### config.mk
export PLATFORM = sky130hd
export DESIGN_NAME = stopwatch_bcd_timer_flat
export DESIGN_NICKNAME = d
export VERILOG_FILES = /design/src/rtl/stopwatch_pkg.sv /design/src/rtl/stopwatch_bcd_timer_if.sv /design/src/rtl/bcd_digit_cell.sv /design/src/rtl/stopwatch_bcd_timer.sv /design/src/flat_wrapper.sv
export SDC_FILE = /design/constraint.sdc
export NUM_CORES = 1
export LEC_CHECK = 0
export BUFFER_PORTS_ARGS = -buffer_cell sky130_fd_sc_hd__buf_2
export CORE_MARGIN = 2
export CORE_UTILIZATION = 50
export CTS_CLUSTER_DIAMETER = 120
export DETAILED_ROUTE_END_ITERATION = 8
export MAX_ROUTING_LAYER = met4
export PLACE_DENSITY = 0.84
export SLEW_MARGIN = 20
export SYNTH_ARGS = -nofsm -noshare
export SYNTH_HDL_FRONTEND = slang
export SYNTH_HIERARCHICAL = 1
export SYNTH_SLANG_ARGS = --single-unit
### constraint.sdc
create_clock -name clk -period 3.2 [get_ports clk]
set_clock_uncertainty 0.2 [all_clocks]
set_input_delay 0.16 -clock clk [delete_from_list [all_inputs] [get_ports clk]]
set_output_delay 0.16 -clock clk [all_outputs]
set_load 0.01 [all_outputs]
### src/rtl/stopwatch_pkg.sv
// Shared constants and digit-modulus helper for the BCD stopwatch/countdown timer.
// Digit order LSB->MSB: fraction digits (mod 10), sec1 (mod 10), sec10 (mod 6), minute digits (mod 10).
package stopwatch_pkg;

  localparam int BCD_W     = 4;
  localparam int MOD_DEC   = 10;
  localparam int MOD_SEC10 = 6;

  // Only the tens-of-seconds digit rolls over at 6; every other digit is decimal.
  function automatic int digit_mod(input int k, input int frac_digits);
    return (k == frac_digits + 1) ? MOD_SEC10 : MOD_DEC;
  endfunction

endpackage

### src/rtl/stopwatch_bcd_timer_if.sv
// Control/status bundle between the timer and its user (display mux, controller).
// ND is the total digit count: FRAC_DIGITS + 2 + MIN_DIGITS.
interface stopwatch_bcd_timer_if #(
  parameter int ND = 4
);
  localparam int W = stopwatch_pkg::BCD_W * ND;

  logic         set;
  logic [W-1:0] preset_bcd;
  logic         pause;
  logic         up;
  logic         lap;
  logic [W-1:0] bcd;
  logic         minus_flag;
  logic         tc_pulse;
  logic [W-1:0] lap_bcd;
  logic         lap_valid;

  modport master (
    output set, preset_bcd, pause, up, lap,
    input  bcd, minus_flag, tc_pulse, lap_bcd, lap_valid
  );

  modport slave (
    input  set, preset_bcd, pause, up, lap,
    output bcd, minus_flag, tc_pulse, lap_bcd, lap_valid
  );

endinterface

### src/rtl/bcd_digit_cell.sv
// One BCD digit of the timer: loadable (with saturation), up/down by MODULUS,
// carry/borrow out only when this digit actually steps across its boundary.
module bcd_digit_cell
  import stopwatch_pkg::*;
#(
  parameter int MODULUS = 10
) (
  input  logic             clk,
  input  logic             reset,
  input  logic             en,
  input  logic             up,
  input  logic             load,
  input  logic [BCD_W-1:0] load_val,
  output logic [BCD_W-1:0] q,
  output logic             carry_out,
  output logic             borrow_out
);

  localparam logic [BCD_W-1:0] MAX = BCD_W'(MODULUS - 1);

  logic             at_max;
  logic             at_zero;
  logic [BCD_W-1:0] load_sat;

  assign at_max     = (q == MAX);
  assign at_zero    = (q == '0);
  assign load_sat   = (load_val > MAX) ? MAX : load_val;
  assign carry_out  = en & up & at_max;
  assign borrow_out = en & ~up & at_zero;

  // NOTE: state registers use non-blocking assignments so every digit samples
  // the pre-edge values of its neighbours, keeping the ripple chain race-free.
  always_ff @(posedge clk) begin
    if (reset) begin
      q <= '0;
    end else if (load) begin
      q <= load_sat;
    end else if (en) begin
      if (up) q <= at_max  ? '0  : q + 1'b1;
      else    q <= at_zero ? MAX : q - 1'b1;
    end
  end

endmodule

### src/rtl/stopwatch_bcd_timer.sv
// BCD min:sec stopwatch / countdown timer with built-in tick prescaler and terminal-count pulse.
// Optional lap capture register enabled by defining LAP_CAPTURE_EN.
module stopwatch_bcd_timer
  import stopwatch_pkg::*;
#(
  parameter int FRAC_DIGITS  = 1,
  parameter int MIN_DIGITS   = 1,
  parameter int TICK_DIV     = 5000000,
  parameter int HOLD_AT_ZERO = 0
) (
  input  logic                       clk,
  input  logic                       reset,
  stopwatch_bcd_timer_if.slave       bus
);

  localparam int ND    = FRAC_DIGITS + 2 + MIN_DIGITS;
  localparam int W     = BCD_W * ND;
  localparam int CNT_W = $clog2(TICK_DIV);
  localparam logic [CNT_W-1:0] CNT_LAST = CNT_W'(TICK_DIV - 1);

  logic [CNT_W-1:0] cnt;
  logic             tick;
  logic [W-1:0]     bcd;
  logic [ND:0]      ripple;
  logic [ND-1:0]    carry;
  logic [ND-1:0]    borrow;
  logic             hold_block;
  logic             wrap;
  logic             tc_next;
  logic             minus_flag;
  logic             tc_pulse;

  // Prescaler: pause freezes it mid-period, set restarts the period.
  assign tick = (cnt == CNT_LAST) && !bus.pause;

  always_ff @(posedge clk) begin
    if (reset || bus.set) cnt <= '0;
    else if (tick)        cnt <= '0;
    else if (!bus.pause)  cnt <= cnt + 1'b1;
  end

  // In hold mode a down tick at all-zero is swallowed before it reaches the digits.
  assign hold_block = (HOLD_AT_ZERO != 0) && !bus.up && (bcd == '0);
  assign ripple[0]  = tick && !hold_block;

  for (genvar k = 0; k < ND; k++) begin : g_digit
    bcd_digit_cell #(
      .MODULUS (digit_mod(k, FRAC_DIGITS))
    ) u_cell (
      .clk        (clk),
      .reset      (reset),
      .en         (ripple[k]),
      .up         (bus.up),
      .load       (bus.set),
      .load_val   (bus.preset_bcd[BCD_W*k +: BCD_W]),
      .q          (bcd[BCD_W*k +: BCD_W]),
      .carry_out  (carry[k]),
      .borrow_out (borrow[k])
    );
    assign ripple[k+1] = carry[k] | borrow[k];
  end

  // A ripple out of the top digit is a full-range wrap in either direction.
  assign wrap    = ripple[ND];
  assign tc_next = wrap ||
                   ((HOLD_AT_ZERO != 0) && tick && !bus.up && (bcd == W'(1)));

  always_ff @(posedge clk) begin
    if (reset || bus.set) begin
      minus_flag <= 1'b0;
      tc_pulse   <= 1'b0;
    end else begin
      tc_pulse <= tc_next;
      if (wrap && !bus.up) minus_flag <= 1'b1;
    end
  end

  assign bus.bcd        = bcd;
  assign bus.minus_flag = minus_flag;
  assign bus.tc_pulse   = tc_pulse;

`ifdef LAP_CAPTURE_EN
  logic         lap_q;
  logic [W-1:0] lap_bcd_r;
  logic         lap_valid_r;

  // Captures the count as it stood before this edge, even if a tick lands on it.
  always_ff @(posedge clk) begin
    if (reset) begin
      lap_q       <= 1'b0;
      lap_bcd_r   <= '0;
      lap_valid_r <= 1'b0;
    end else begin
      lap_q <= bus.lap;
      if (bus.set) begin
        lap_bcd_r   <= '0;
        lap_valid_r <= 1'b0;
      end else if (bus.lap && !lap_q) begin
        lap_bcd_r   <= bcd;
        lap_valid_r <= 1'b1;
      end
    end
  end

  assign bus.lap_bcd   = lap_bcd_r;
  assign bus.lap_valid = lap_valid_r;
`else
  logic lap_unused;
  assign lap_unused    = bus.lap;
  assign bus.lap_bcd   = '0;
  assign bus.lap_valid = 1'b0;
`endif

endmodule

### src/flat_wrapper.sv
// flat-port wrapper written by rule: the top's interface ports become plain ports
module stopwatch_bcd_timer_flat import stopwatch_pkg::*;
#(
  parameter int FRAC_DIGITS  = 1,
  parameter int MIN_DIGITS   = 1,
  parameter int TICK_DIV     = 5000000,
  parameter int HOLD_AT_ZERO = 0
)
  (clk, reset, bus_set, bus_preset_bcd, bus_pause, bus_up, bus_lap, bus_bcd, bus_minus_flag, bus_tc_pulse, bus_lap_bcd, bus_lap_valid);
  stopwatch_bcd_timer_if #(.ND(((1) + 2 + (1)))) bus_i ();
  input  logic clk;
  input  logic reset;
  input wire logic [$bits(bus_i.set)-1:0] bus_set;
  input wire logic [$bits(bus_i.preset_bcd)-1:0] bus_preset_bcd;
  input wire logic [$bits(bus_i.pause)-1:0] bus_pause;
  input wire logic [$bits(bus_i.up)-1:0] bus_up;
  input wire logic [$bits(bus_i.lap)-1:0] bus_lap;
  output wire logic [$bits(bus_i.bcd)-1:0] bus_bcd;
  output wire logic [$bits(bus_i.minus_flag)-1:0] bus_minus_flag;
  output wire logic [$bits(bus_i.tc_pulse)-1:0] bus_tc_pulse;
  output wire logic [$bits(bus_i.lap_bcd)-1:0] bus_lap_bcd;
  output wire logic [$bits(bus_i.lap_valid)-1:0] bus_lap_valid;
  assign bus_i.set = bus_set;
  assign bus_i.preset_bcd = bus_preset_bcd;
  assign bus_i.pause = bus_pause;
  assign bus_i.up = bus_up;
  assign bus_i.lap = bus_lap;
  assign bus_bcd = bus_i.bcd;
  assign bus_minus_flag = bus_i.minus_flag;
  assign bus_tc_pulse = bus_i.tc_pulse;
  assign bus_lap_bcd = bus_i.lap_bcd;
  assign bus_lap_valid = bus_i.lap_valid;
  stopwatch_bcd_timer #(.FRAC_DIGITS(FRAC_DIGITS), .MIN_DIGITS(MIN_DIGITS), .TICK_DIV(TICK_DIV), .HOLD_AT_ZERO(HOLD_AT_ZERO)) u_core (.clk(clk), .reset(reset), .bus(bus_i));
endmodule
==> impl_metrics.py <==
metrics = {
    "routing": {
        "postRouteAntennaNets": 0,
        "drt_first_pass_iters": 5,
        "route.vias.total": 2621,
        "drt-wirelength-per-cell_um": 13.6,
        "drcViolationCount": 0,
        "wirelength_um": 6320,
        "drtIter0Drc": 158,
        "viasPerCell": 5.65,
    },
    "place": {
        "dp_hpwl_um": 4140,
        "dp_slack_ns": -0.0107,
        "io_buffers": 38,
        "gp_congestion": 0.836,
    },
    "clock_network": {
        "cts-htree-levels": 2,
        "cts_buffers": 5,
        "root_buffer": "clkbuf_8",
        "cts.sinks": 41,
        "clk_pin_slew_ns": 0.08,
        "clock_path_buffers": 2,
        "cts_tree": "built",
        "clk_latency_ns": 0.30,
    },
    "timing": {
        "setup_ws_ns": -0.110,
        "relSlewSlack_pct": 54.3,
        "whs_ns": 0.0275,
        "fmax_mhz": 302,
        "final-hold-violation-count": 0,
        "drv_slew": 0,
        "rsz0062_at_grt": "true",
        "setup_tns_ns": -0.346,
        "post-route-period-util_pct": 103,
        "setup_violations": 5,
        "worstMarginPinSlew_ns": 0.685,
        "final.min_clock_period_ns": 3.31,
    },
    "finish": {
        "nets": 416,
        "nFillCells": 435,
        "num_antenna_cells": 0,
        "area_delta_synth_final_pct": 21.3,
        "layout-drive-gt1-share_pct": 27.4,
    },
    "synthesis": {
        "yosysWarnings": 6,
        "yosysTopAreaCell": "dfxtp_1",
        "postSynthCellCount": 331,
        "synth_edf_count": 0,
        "synth_seq_cells": 41,
        "yosys.area.top_type_share_pct": 29.9,
        "yosysUniqueCellTypes": 56,
        "synthTopCellsByArea": "dfxtp_1 30%, buf_4 6.3%, xor2_1 3.8%",
        "seq_area_frac_synth_pct": 29.9,
        "synthArstFlopShare_pct": 0,
        "synth_ff_type": "dfxtp_1",
        "syn_area_um2": 2750,
        "synth_area_per_cell_um2": 8.29,
    },
    "grt": {
        "antenna_found_initial": 0,
        "grt_max_degree": 41,
        "grt_pass1_wl_um": 10600,
        "grtUsageTotal_pct": 21.9,
        "grt_pass1_vias": 2401,
        "grt-ovfl-total": 0,
    },
    "power": {
        "p_per_area_nw_per_um2": 315,
        "p_leak_uw": 0.00130,
        "p_total_uw": 1050,
        "ir_drop_v": 0.000157,
    },
    "critical_path": {
        "required_ns": 3.22,
        "worst-path-max-fanout": 7,
        "worstSetupStartpointType": "register",
        "crit_type": "reg -> reg",
        "crit_chain": "nand2_1 -> or4_4 -> nor3_4 -> nand4_1 -> nor3_2 -> or2_4 -> nand4_1 -> nor3_2 -> or2_4 -> nand4_1 -> nor3_1 -> or2_4 -> xor2_1 -> nor2_1 -> a311oi_1",
        "crit_arrival_ns": 3.33,
        "end_kind": "register",
        "cpPeakStageDelay_ns": 0.46,
        "cp_slowest_cell": "or4_4",
    },
    "die": {
        "die_w_um": 78.1,
        "initial_utilization_pct": 52.7,
        "io_pins": 57,
        "num_rows": 26,
        "core_um2": 5200,
        "die_h_um": 78.1,
        "die_area_um2": 6100,
    },
    "flow_run": {
        "drv_cap": 0,
    },
    "outcome": {
        "status": "finished with violations",
        "failed_checks": "setup timing",
    },
    "min_path": {
        "hp-class": "in -> reg",
    },
}
path summary, 6_finish.rpt:
path,end,cells past startpoint,slack [ns],startpoint
min,u_core/g_digit[2].u_cell/q[0]$_SDFFE_PP0P_,3,0.03,bus_preset_bcd[8]
max,u_core/g_digit[3].u_cell/q[0]$_SDFFE_PP0P_,15,-0.11,u_core/cnt[19]$_SDFFE_PP0N_
max reg2reg,u_core/g_digit[3].u_cell/q[0]$_SDFFE_PP0P_,15,-0.11,u_core/cnt[19]$_SDFFE_PP0N_
min reg2reg,u_core/cnt[22]$_SDFFE_PP0N_,2,0.28,u_core/cnt[22]$_SDFFE_PP0N_
metrics by stage:
step	std cells	util (%)	instance area, um2
CTS	463	63.3	3290
finish	464	64.0	3330
global route	464	64.0	3330
floorplan	347	-	2830
global placement	437	57.5	3000
detailed placement	437	57.5	3000
cells in the final DEF (no fill, tap or decap), types with 7 or more instances in the layout:
master / count
buf_4: 22
a211oi_1: 8
dfxtp_1: 37
nand2_1: 10
inv_1: 11
xnor2_1: 10
o21ai_0: 10
conb_1: 17
nor3_1: 8
nand4_1: 10
o21a_1: 7
nand3_1: 9
nor2_1: 27
dlygate4sd3_1: 17
a21oi_1: 14
a31oi_1: 8
buf_2: 38
xor2_1: 12
registers in the layout, indices dropped and copies added, names as in the netlist:
| register | cells |
|---|---|
| u_core/g_digit.u_cell/q | 16 |
| u_core/bus.tc_pulse | 1 |
| u_core/bus.minus_flag | 1 |
| u_core/cnt | 23 |
report_power, final:
group	switching [uW]	total, uW	internal, uW
Combinational	86.8	163	76.0
Sequential	25.5	547	521
Clock	190	341	151
layout make-up:
cell class | instances | area, um2 | area share (%)
Multi-Input combinational cell | 257 | 1760 | 53.0
Sequential cell | 41 | 826 | 24.8
Timing Repair Buffer | 77 | 526 | 15.8
Tap cell | 70 | 87.6 | 2.63
Clock buffer | 5 | 68.8 | 2.07
Inverter | 11 | 41.3 | 1.24
Clock inverter | 3 | 17.5 | 0.526
critical path, delay by kind of cell (launching register included):
kind             cells  cell delay, ns
AO/OA/AOI/OAI        1            0.27
XOR/XNOR             1            0.16
flip-flops           1            0.35
AND/OR/NAND/NOR     13            2.26
Yosys cell counts, types with 7 or more instances:
cell / count
a211oi_1: 8
a21oi_1: 14
a31oi_1: 8
buf_2: 9
buf_4: 23
dfxtp_1: 41
inv_1: 11
nand2_1: 11
nand3_1: 10
nand4_1: 10
nor2_1: 27
nor3_1: 12
o21a_1: 7
o21ai_0: 10
xnor2_1: 10
xor2_1: 12
routing by layer:
layer	global-route usage, %	share of wire (%)
met1	26.0	45
met2	36.4	49
met4	9.47	2.0
met5	-	0
met3	4.14	4.5
what timing repair did:
action,in CTS,in global routing
resized for setup,11,5
setup buffers,1,1
pin swaps,3,4
endpoints found under the hold margin,12,0
hold buffers,17,0
setup endpoints to repair,6,7
cell families (layout without fill, tap and decap cells):
kind of cell,after synthesis,in the layout,share of synthesized area [%]
adder cells (fa/ha/maj),1,1,0.456
buffers and inverters,49,96,11.1
AO/OA/AOI/OAI,75,75,19.2
XOR/XNOR,22,22,7.02
flip-flops,41,41,29.9
multiplexers,2,2,0.729
other,1,17,0.137
AND/OR/NAND/NOR,140,140,31.5
Note: power is estimated with default switching activity, not from simulation.
